<file path="src/rtl/audio_add_sub.sv">
// Audio add/sub matrix: converts an (L+R, L-R) sample stream into
// (left, right) = (L+R + L-R, L+R - L-R). It pops both input FIFOs in
// lock-step, holds the result, and pushes it into both output FIFOs in
// lock-step. Arithmetic is two's-complement and wraps without saturation.
module audio_add_sub #(
   parameter int DATA_SIZE = 32
) (
   input  logic                 clock,
   input  logic                 reset,
   input  logic                 lpr_empty,
   output logic                 lpr_rd_en,
   input  logic [DATA_SIZE-1:0] lpr_dout,
   input  logic                 lmr_empty,
   output logic                 lmr_rd_en,
   input  logic [DATA_SIZE-1:0] lmr_dout,
   input  logic                 left_full,
   output logic                 left_wr_en,
   output logic [DATA_SIZE-1:0] left_din,
   input  logic                 right_full,
   output logic                 right_wr_en,
   output logic [DATA_SIZE-1:0] right_din,
   output logic [31:0]          sample_count
);

   typedef enum logic [0:0] {
      S_READ  = 1'b0,
      S_WRITE = 1'b1
   } state_t;

   state_t               state_q, state_d;
   logic [DATA_SIZE-1:0] left_q,  left_d;
   logic [DATA_SIZE-1:0] right_q, right_d;
   logic [31:0]          count_q, count_d;
   logic                 rd_fire_s;
   logic                 wr_fire_s;

   // Handshake qualifiers: pop only when both inputs have data, push only
   // when both outputs have room; reset masks both so no strobe leaks out
   // while the block is held in reset.
   always_comb begin
      rd_fire_s = reset & (state_q == S_READ)  & ~lpr_empty & ~lmr_empty;
      wr_fire_s = reset & (state_q == S_WRITE) & ~left_full & ~right_full;
   end

   // Next-state and datapath: capture sum/difference on a pop, count on a push.
   always_comb begin
      state_d = state_q;
      left_d  = left_q;
      right_d = right_q;
      count_d = count_q;
      case (state_q)
         S_READ: begin
            if (rd_fire_s) begin
               left_d  = lpr_dout + lmr_dout;
               right_d = lpr_dout - lmr_dout;
               state_d = S_WRITE;
            end else begin
               state_d = S_READ;
            end
         end
         S_WRITE: begin
            if (wr_fire_s) begin
               count_d = count_q + 32'd1;
               state_d = S_READ;
            end else begin
               state_d = S_WRITE;
            end
         end
         default: begin
            state_d = S_READ;
         end
      endcase
   end

   // State and output registers; reset drops any held pair without pushing it.
   always_ff @(posedge clock or negedge reset) begin
      if (!reset) begin
         state_q <= S_READ;
         left_q  <= {DATA_SIZE{1'b0}};
         right_q <= {DATA_SIZE{1'b0}};
         count_q <= 32'd0;
      end else begin
         state_q <= state_d;
         left_q  <= left_d;
         right_q <= right_d;
         count_q <= count_d;
      end
   end

   assign lpr_rd_en    = rd_fire_s;
   assign lmr_rd_en    = rd_fire_s;
   assign left_wr_en   = wr_fire_s;
   assign right_wr_en  = wr_fire_s;
   assign left_din     = left_q;
   assign right_din    = right_q;
   assign sample_count = count_q;

endmodule

</file>
<file path="config.mk">
export PLATFORM = sky130hd
export DESIGN_NAME = audio_add_sub
export DESIGN_NICKNAME = d
export VERILOG_FILES = /design/src/rtl/audio_add_sub.sv
export SDC_FILE = /design/constraint.sdc
export NUM_CORES = 1
export LEC_CHECK = 0
export BUFFER_PORTS_ARGS = -buffer_cell sky130_fd_sc_hd__buf_2
export CAP_MARGIN = 20
export CORE_MARGIN = 2
export CORE_UTILIZATION = 56
export DETAILED_ROUTE_END_ITERATION = 8
export HOLD_SLACK_MARGIN = 0.15
export PLACE_DENSITY = 0.86
export SYNTH_ARGS = -nofsm -noshare
export SYNTH_HDL_FRONTEND = slang
export SYNTH_SLANG_ARGS = --single-unit
</file>
<file path="constraint.sdc">
create_clock -name clock -period 2.2 [get_ports clock]
set_input_delay 0.11 -clock clock [delete_from_list [all_inputs] [get_ports clock]]
set_output_delay 0.11 -clock clock [all_outputs]
set_load 0.01 [all_outputs]
</file>
==> impl_metrics.py, run 1 <==
metrics = {
    "status": {
        "status": "finished clean",
    },
    "power_and_ir_drop": {
        "combinationalPowerShare_pct": 42.7,
        "peakVddDrop_uv": 427.7,
        "total_leakage_power_nw": 5.077,
        "power.density_cell_area_nw_per_um2": 763.3,
        "cell_internal_power_mw": 4.600,
        "p_sw_mw": 2.984,
        "power.share.switching_pct": 39.34,
        "power.share.sequential_pct": 36.6,
        "power.clock.fraction_pct": 20.7,
    },
    "synthesis": {
        "seq_area_frac_synth_pct": 32.15,
        "postSynth.topFlopCell": "sky130_fd_sc_hd__dfrtp_1",
        "post_syn_nets": 1050,
        "synthArstFlopShare_pct": 100.0,
        "ys_warnings": 0,
        "number_of_flops_mapped_to_enable_cells_by_yosys": 0,
        "netlist.area_leader.share_pct": 32.15,
        "post-synth-top-count-cell": "sky130_fd_sc_hd__nand2_1",
        "synth_area_leaders": "sky130_fd_sc_hd__dfrtp_1, sky130_fd_sc_hd__ha_1, sky130_fd_sc_hd__xnor2_1, sky130_fd_sc_hd__nand2_1, sky130_fd_sc_hd__o21ai_0",
        "yosys.area.top_type": "sky130_fd_sc_hd__dfrtp_1",
        "ys_top_cells_by_count": "sky130_fd_sc_hd__nand2_1, sky130_fd_sc_hd__dfrtp_1, sky130_fd_sc_hd__o21ai_0",
        "yosys_register_bits": 96,
        "synth_cell_types": 66,
        "post_synthesis_area_per_instance_um2": 8.166,
        "post_synth_inst_count": 915,
        "post_synth_instance_area_um2": 7472,
    },
    "floorplan": {
        "fp.dieH_um": 119.5,
        "initial_core_utilization_pct": 56.88,
        "rows": 42,
        "fp.coreArea_um2": 13140,
        "floorplan.io_pins": 170,
        "die_width_um": 119.5,
        "die-area_um2": 14280,
    },
    "timing": {
        "hold_vio_cnt_final": 0,
        "slew_headroom_pct": 40.67,
        "worstMarginPinSlew_ns": 0.8900,
        "worst_slack_ns": 0.006475,
        "finalMaxSlewViolations": 0,
        "grt_setup_unrepaired": "yes",
        "fmax_mhz": 455.9,
        "setup_viol": 0,
        "clock-skew-final_ns": 0.01402,
        "tns_ns": 0,
        "post-route-period-util_pct": 99.71,
        "post-route-min-period_ns": 2.194,
    },
    "route": {
        "routed_wire_length_per_instance_um": 17.39,
        "drt_iter0_markers": 714,
        "drc": 0,
        "post_detailed_routing_wire_length_um": 24090,
        "antenna_violating_nets_post_route": 0,
        "drt_first_pass_iters": 5,
        "vias_per_cell": 5.865,
        "vias": 8123,
    },
    "clock_network": {
        "clock_insertion_delay_worst_skew_ns": 0.36,
        "cts_tree": "done",
        "clock-root-buffer": "sky130_fd_sc_hd__clkbuf_16",
        "clock_sinks": 96,
        "cts_buffer_depth": 2,
        "clkSlewWorstSetupHoldPaths_ns": 0.07,
        "ctsHtreeMaxLevel": 3,
        "total_cts_buffers": 9,
    },
    "final_layout": {
        "finish.cell_count_without_fillers": 1385,
        "drive_above_1_share_pct": 31.51,
        "finalNetCount": 1339,
        "area_delta_synth_final_pct": 32.97,
        "antennaDiodeCount": 0,
        "final_core_area_utilization_pct": 75.63,
    },
    "min_path": {
        "min-delay-path-class": "in2reg",
    },
    "setup_path": {
        "cp_slowest_stage_delay_ns": 0.71,
        "timing.critical_path.cells": "buf_2 > ha_1 > buf_4 > a2111oi_0 > a211oi_2 > buf_4 > nor4_1 > or3_1 > nand3_1",
        "critPathRequiredTime_ns": 2.43,
        "critPathMostFrequentCell": "sky130_fd_sc_hd__buf_4",
        "critical_path.endpoint_type": "flip-flop",
        "critical-path-slowest-cell": "sky130_fd_sc_hd__a2111oi_0",
        "worst_r2r_start": "sample_count[13]",
        "worstRegToRegCells": 8,
        "arrival_ns": 2.43,
        "crit_path_start_kind": "input pin",
        "regToRegSetupSlack_ns": 0.17,
        "critical_path_cell_count": 9,
        "setup.worst_path.class": "in2reg",
        "critical-path-top-delay-family": "compound AO/OA/AOI/OAI gates",
        "crit-reg2reg-capture": "sample_count[31]",
        "buf_inv_stages_crit_path": 3,
        "timing.critical_path.to": "right_din[31]",
        "critPathLaunch": "lpr_dout[8]",
        "worstPathMaxFanout": 5,
    },
    "grt": {
        "gr-usage-all-layers_pct": 32.67,
        "grt-ovfl-total": 0,
        "grt_first_pass_wirelength_um": 37270,
        "maximum_number_of_pins_on_one_net_before_global_route_repair": 82,
        "grt_pass1_vias": 7654,
        "antenna_found_initial": 0,
    },
    "flow_run": {
        "cap_violations": 0,
    },
    "placement": {
        "io_buffer_count": 169,
        "dpl.hpwl_um": 18340,
        "gp_congestion": 0.9844,
        "placed_cells": 1360,
        "dp_slack_ns": -0.4012,
    },
}
[routing by layer]
metal,wire [µm],global-route usage [%],vias to the layer above,part of all wire (%)
met3,2039,5.798,88,8.5
met1,9619,41.55,3805,40
li1,-,-,3743,-
met5,0,0,-,0
met4,932,13.09,0,3.9
met2,11490,55.21,487,48
[cells by family (layout without fill, tap and decap cells)]
kind of cell    count (synthesis)  in the layout  share of synthesized area [%]
fa+ha+maj                      65             65                          11.09
xor+xnor                       80             80                          9.377
mux                             5              5                         0.6865
compound gates                247            247                          20.56
flops                          96             96                          32.15
buf+inv                       107            401                          6.396
simple gates                  315            315                          19.74
[per-stage QoR]
step | area [µm²] | hold slack (ns) | power (mW)
2_1_floorplan | 7478 | -0.1856 | 4.395
3_3_place_gp | 9412 | 0.1748 | 5.788
3_5_place_dp | 9412 | 0.1848 | 5.897
4_1_cts | 9726 | 0.1886 | 7.482
5_1_grt | 9936 | 0.2013 | 7.976
6_report | 9936 | 0.1926 | 7.584
[cell type report]
type                       instances  area, µm²
inverter                          63      241.5
sequential                        96       2402
clock buffer                      11      252.7
tap                              176      220.2
clock inverter                     5      37.54
multi-input combinational        712       4745
timing repair buffer             322       2037
fill                             987       3202
[tightest hold or removal path: stages]
cell,delay (ns)
sky130_fd_sc_hd__buf_2,0.08
sky130_fd_sc_hd__nor3_2,0.03
sky130_fd_sc_hd__buf_4,0.15
sky130_fd_sc_hd__xor2_1,0.12
[worst min path at each step]
stage                    start              end  slack, ns  cells past startpoint
finish               left_full  sample_count[0]       0.19                      4
global route        right_full  sample_count[0]       0.20                      4
CTS                 right_full  sample_count[0]       0.19                      4
detailed placement       reset      left_din[3]       0.18                      2
global placement         reset      left_din[3]       0.17                      2
floorplan                reset     left_din[10]      -0.19                      0
[power by group through the flow]
| stage | clock [mW] | combinational (mW) | sequential (mW) |
|---|---|---|---|
| 2_1_floorplan | 0 | 1.40 | 2.99 |
| 3_3_place_gp | 0 | 3.02 | 2.77 |
| 3_5_place_dp | 0 | 3.11 | 2.79 |
| 4_1_cts | 1.58 | 3.14 | 2.77 |
| 5_1_grt | 1.64 | 3.51 | 2.83 |
| 6_report | 1.57 | 3.24 | 2.78 |
[cell usage in the layout (no fill, tap or decap), drive strengths merged, types with 15 or more instances in the layout]
cell,instances
a21oi,67
dfrtp,96
nor2,74
a21o,16
inv,64
nor3,25
nand2,116
o21ai,85
buf,320
xnor2,65
xor2,15
nand3,22
ha,63
[sequential cells by signal, indices dropped and copies added, names as in the netlist]
name          cells
sample_count     32
state_q           1
left_din         31
right_din        32
[timing repair]
action	4_1_cts	5_1_grt
buffers inserted	0	7
pin swaps	0	20
endpoints found under the setup margin	2	36
hold endpoints to repair	26	0
resized for setup	1	36
hold buffers	2	0
Note: power is estimated with default switching activity, not from simulation.
==> inputs of run 2 (changes only) <==
--- a/config.mk
+++ b/config.mk
@@ -8,10 +8,10 @@
 export BUFFER_PORTS_ARGS = -buffer_cell sky130_fd_sc_hd__buf_2
 export CAP_MARGIN = 20
 export CORE_MARGIN = 2
-export CORE_UTILIZATION = 56
+export CORE_UTILIZATION = 55
 export DETAILED_ROUTE_END_ITERATION = 8
 export HOLD_SLACK_MARGIN = 0.15
-export PLACE_DENSITY = 0.86
+export PLACE_DENSITY = 0.85
 export SYNTH_ARGS = -nofsm -noshare
 export SYNTH_HDL_FRONTEND = slang
 export SYNTH_SLANG_ARGS = --single-unit
==> impl_metrics.py, run 2 (synthesis results as in run 1) <==
metrics = {
    "clock_network": {
        "cts_tree": "done",
        "clock-root-buffer": "sky130_fd_sc_hd__clkbuf_16",
        "cts_buffer_depth": 2,
        "total_cts_buffers": 9,
        "clock_insertion_delay_worst_skew_ns": 0.35,
        "clkSlewWorstSetupHoldPaths_ns": 0.07,
        "clock_sinks": 96,
        "ctsHtreeMaxLevel": 3,
    },
    "timing": {
        "clock-skew-final_ns": 0.006925,
        "fmax_mhz": 459.0,
        "worst_hold_slack_ns": 0.2101,
        "worstMarginPinSlew_ns": 0.9290,
        "slew_headroom_pct": 38.07,
        "finalMaxSlewViolations": 0,
        "post-route-min-period_ns": 2.179,
        "worst_slack_ns": 0.02138,
        "setup_viol": 0,
        "hold_vio_cnt_final": 0,
        "post-route-period-util_pct": 99.03,
    },
    "power_and_ir_drop": {
        "combinationalPowerShare_pct": 41.7,
        "peakVddDrop_uv": 460.1,
        "power.clock.fraction_pct": 22.7,
        "p_sw_mw": 2.939,
        "power.share.sequential_pct": 35.6,
        "power.share.switching_pct": 38.15,
        "cell_internal_power_mw": 4.766,
        "total_leakage_power_nw": 5.070,
        "power.density_cell_area_nw_per_um2": 775.0,
    },
    "final_layout": {
        "final_core_area_utilization_pct": 75.09,
        "finish.cell_count_without_fillers": 1381,
        "layout_commonest_cell": "sky130_fd_sc_hd__buf_2",
        "final_cell_mix": "sky130_fd_sc_hd__buf_2, sky130_fd_sc_hd__buf_4, sky130_fd_sc_hd__nand2_1",
        "drive_above_1_share_pct": 30.87,
        "finalNetCount": 1335,
        "area_delta_synth_final_pct": 33.07,
        "antennaDiodeCount": 0,
    },
    "setup_path": {
        "worst_r2r_start": "sample_count[12]",
        "crit-reg2reg-capture": "sample_count[21]",
        "crit_path_start_kind": "input pin",
        "timing.critical_path.to": "left_din[28]",
        "cp_slowest_stage_delay_ns": 0.45,
        "worstPathMaxFanout": 2,
        "critical_path.endpoint_type": "flip-flop",
        "worstRegToRegCells": 8,
        "critPathRequiredTime_ns": 2.44,
        "setup.worst_path.class": "in2reg",
        "critPathLaunch": "lmr_dout[6]",
        "arrival_ns": 2.42,
        "regToRegSetupSlack_ns": 0.12,
        "critical-path-slowest-cell": "sky130_fd_sc_hd__a2111o_1",
        "timing.critical_path.cells": "buf_2 > inv_2 > ha_4 > or3_4 > a2111o_1 > a41oi_4 > o21ai_2 > o211ai_1 > buf_4 > a31oi_4 > xnor2_1 > o21ai_1",
    },
    "grt": {
        "grt_first_pass_wirelength_um": 37180,
        "maximum_number_of_pins_on_one_net_before_global_route_repair": 71,
        "grt-ovfl-total": 0,
        "antenna_found_initial": 0,
        "gr-usage-all-layers_pct": 32.14,
        "grt_pass1_vias": 7592,
    },
    "floorplan": {
        "rows": 42,
        "fp.dieH_um": 120.6,
        "die-area_um2": 14530,
        "fp.coreArea_um2": 13240,
        "floorplan.io_pins": 170,
        "initial_core_utilization_pct": 56.42,
        "die_width_um": 120.6,
    },
    "route": {
        "drc": 0,
        "post_detailed_routing_wire_length_um": 23570,
        "drt_iter0_markers": 687,
        "drt_first_pass_iters": 7,
        "vias_per_cell": 5.752,
        "antenna_violating_nets_post_route": 0,
        "vias": 7944,
        "routed_wire_length_per_instance_um": 17.07,
    },
    "flow_run": {
        "cap_violations": 0,
    },
    "min_path": {
        "min-delay-path-class": "in2reg",
    },
    "placement": {
        "dp_slack_ns": -0.4348,
        "placed_cells": 1358,
        "dpl.hpwl_um": 18260,
        "io_buffer_count": 169,
        "gp_congestion": 0.9955,
    },
    "status": {
        "status": "finished clean",
    },
}
-- run 2: cell types whose count changed in the layout (fill, tap and decap cells not counted), moves of 2 or more --
cell | previous run | this run
sky130_fd_sc_hd__o31ai_2 | 2 | 0
sky130_fd_sc_hd__a21oi_1 | 63 | 66
sky130_fd_sc_hd__dlygate4sd3_1 | 2 | 4
sky130_fd_sc_hd__buf_2 | 165 | 167
sky130_fd_sc_hd__clkbuf_8 | 2 | 0
sky130_fd_sc_hd__a21oi_2 | 4 | 1
sky130_fd_sc_hd__nor3b_2 | 0 | 2
sky130_fd_sc_hd__buf_4 | 151 | 145
sky130_fd_sc_hd__bufinv_16 | 0 | 2
-- run 2: power by group through the flow --
stage	clock network [mW]	logic, mW	registers (mW)
6_report	1.75	3.21	2.75
5_1_grt	1.85	3.53	2.81
4_1_cts	1.77	3.15	2.74
3_5_place_dp	0	3.12	2.76
3_3_place_gp	0	3.04	2.75
2_1_floorplan	0	1.40	2.99
-- run 2: through the flow --
| stage | area (µm²) | power [mW] | setup TNS [ns] |
|---|---|---|---|
| floorplan | 7478 | 4.395 | -0.01102 |
| global placement | 9397 | 5.794 | -7.292 |
| detailed placement | 9397 | 5.877 | -9.002 |
| CTS | 9774 | 7.657 | 0 |
| global route | 9943 | 8.193 | -0.05843 |
| finish | 9943 | 7.706 | 0 |
-- run 2: timing repair --
| action | 4_1_cts | 5_1_grt |
|---|---|---|
| endpoints found under the hold margin | 28 | 0 |
| endpoints found under the setup margin | 9 | 18 |
| setup buffers | 0 | 3 |
| pin swaps | 0 | 15 |
| resized for setup | 3 | 28 |
| hold buffers | 4 | 0 |
| cloned | 0 | 0 |
-- run 2: worst max-delay path: cells and delay by family --
| family | cells | cell delay [ns] |
|---|---|---|
| AO/OA/AOI/OAI | 6 | 1.20 |
| AND/OR/NAND/NOR | 1 | 0.37 |
| buffers and inverters | 3 | 0.35 |
| XOR/XNOR | 1 | 0.20 |
| adder cells (fa/ha/maj) | 1 | 0.19 |
-- run 2: area by class of cell --
cell class              instances  area, µm²
clock buffers                   9      225.2
fillers                       964       3299
clock inverters                 7      101.3
inverters                      63      241.5
well taps                     176      220.2
repair buffers                318       1996
flip-flops and latches         96       2402
multi-input cells             712       4757
-- run 2: how the worst min path moves through the flow --
stage | to | slack, ns | depth (start not counted) | start
floorplan | left_din[10] | -0.19 | 0 | reset
global placement | state_q | 0.15 | 2 | reset
detailed placement | state_q | 0.15 | 2 | reset
CTS | state_q | 0.20 | 4 | left_full
global route | sample_count[0] | 0.23 | 4 | left_full
finish | state_q | 0.21 | 4 | left_full
-- run 2: routing by layer --
layer | vias to the layer above | track usage [%] | wire length, µm
li1 | 3743 | - | -
met1 | 3733 | 41.82 | 9862
met2 | 400 | 53.67 | 11170
met3 | 68 | 5.566 | 1801
met4 | 0 | 11.92 | 736
met5 | - | 0 | 0
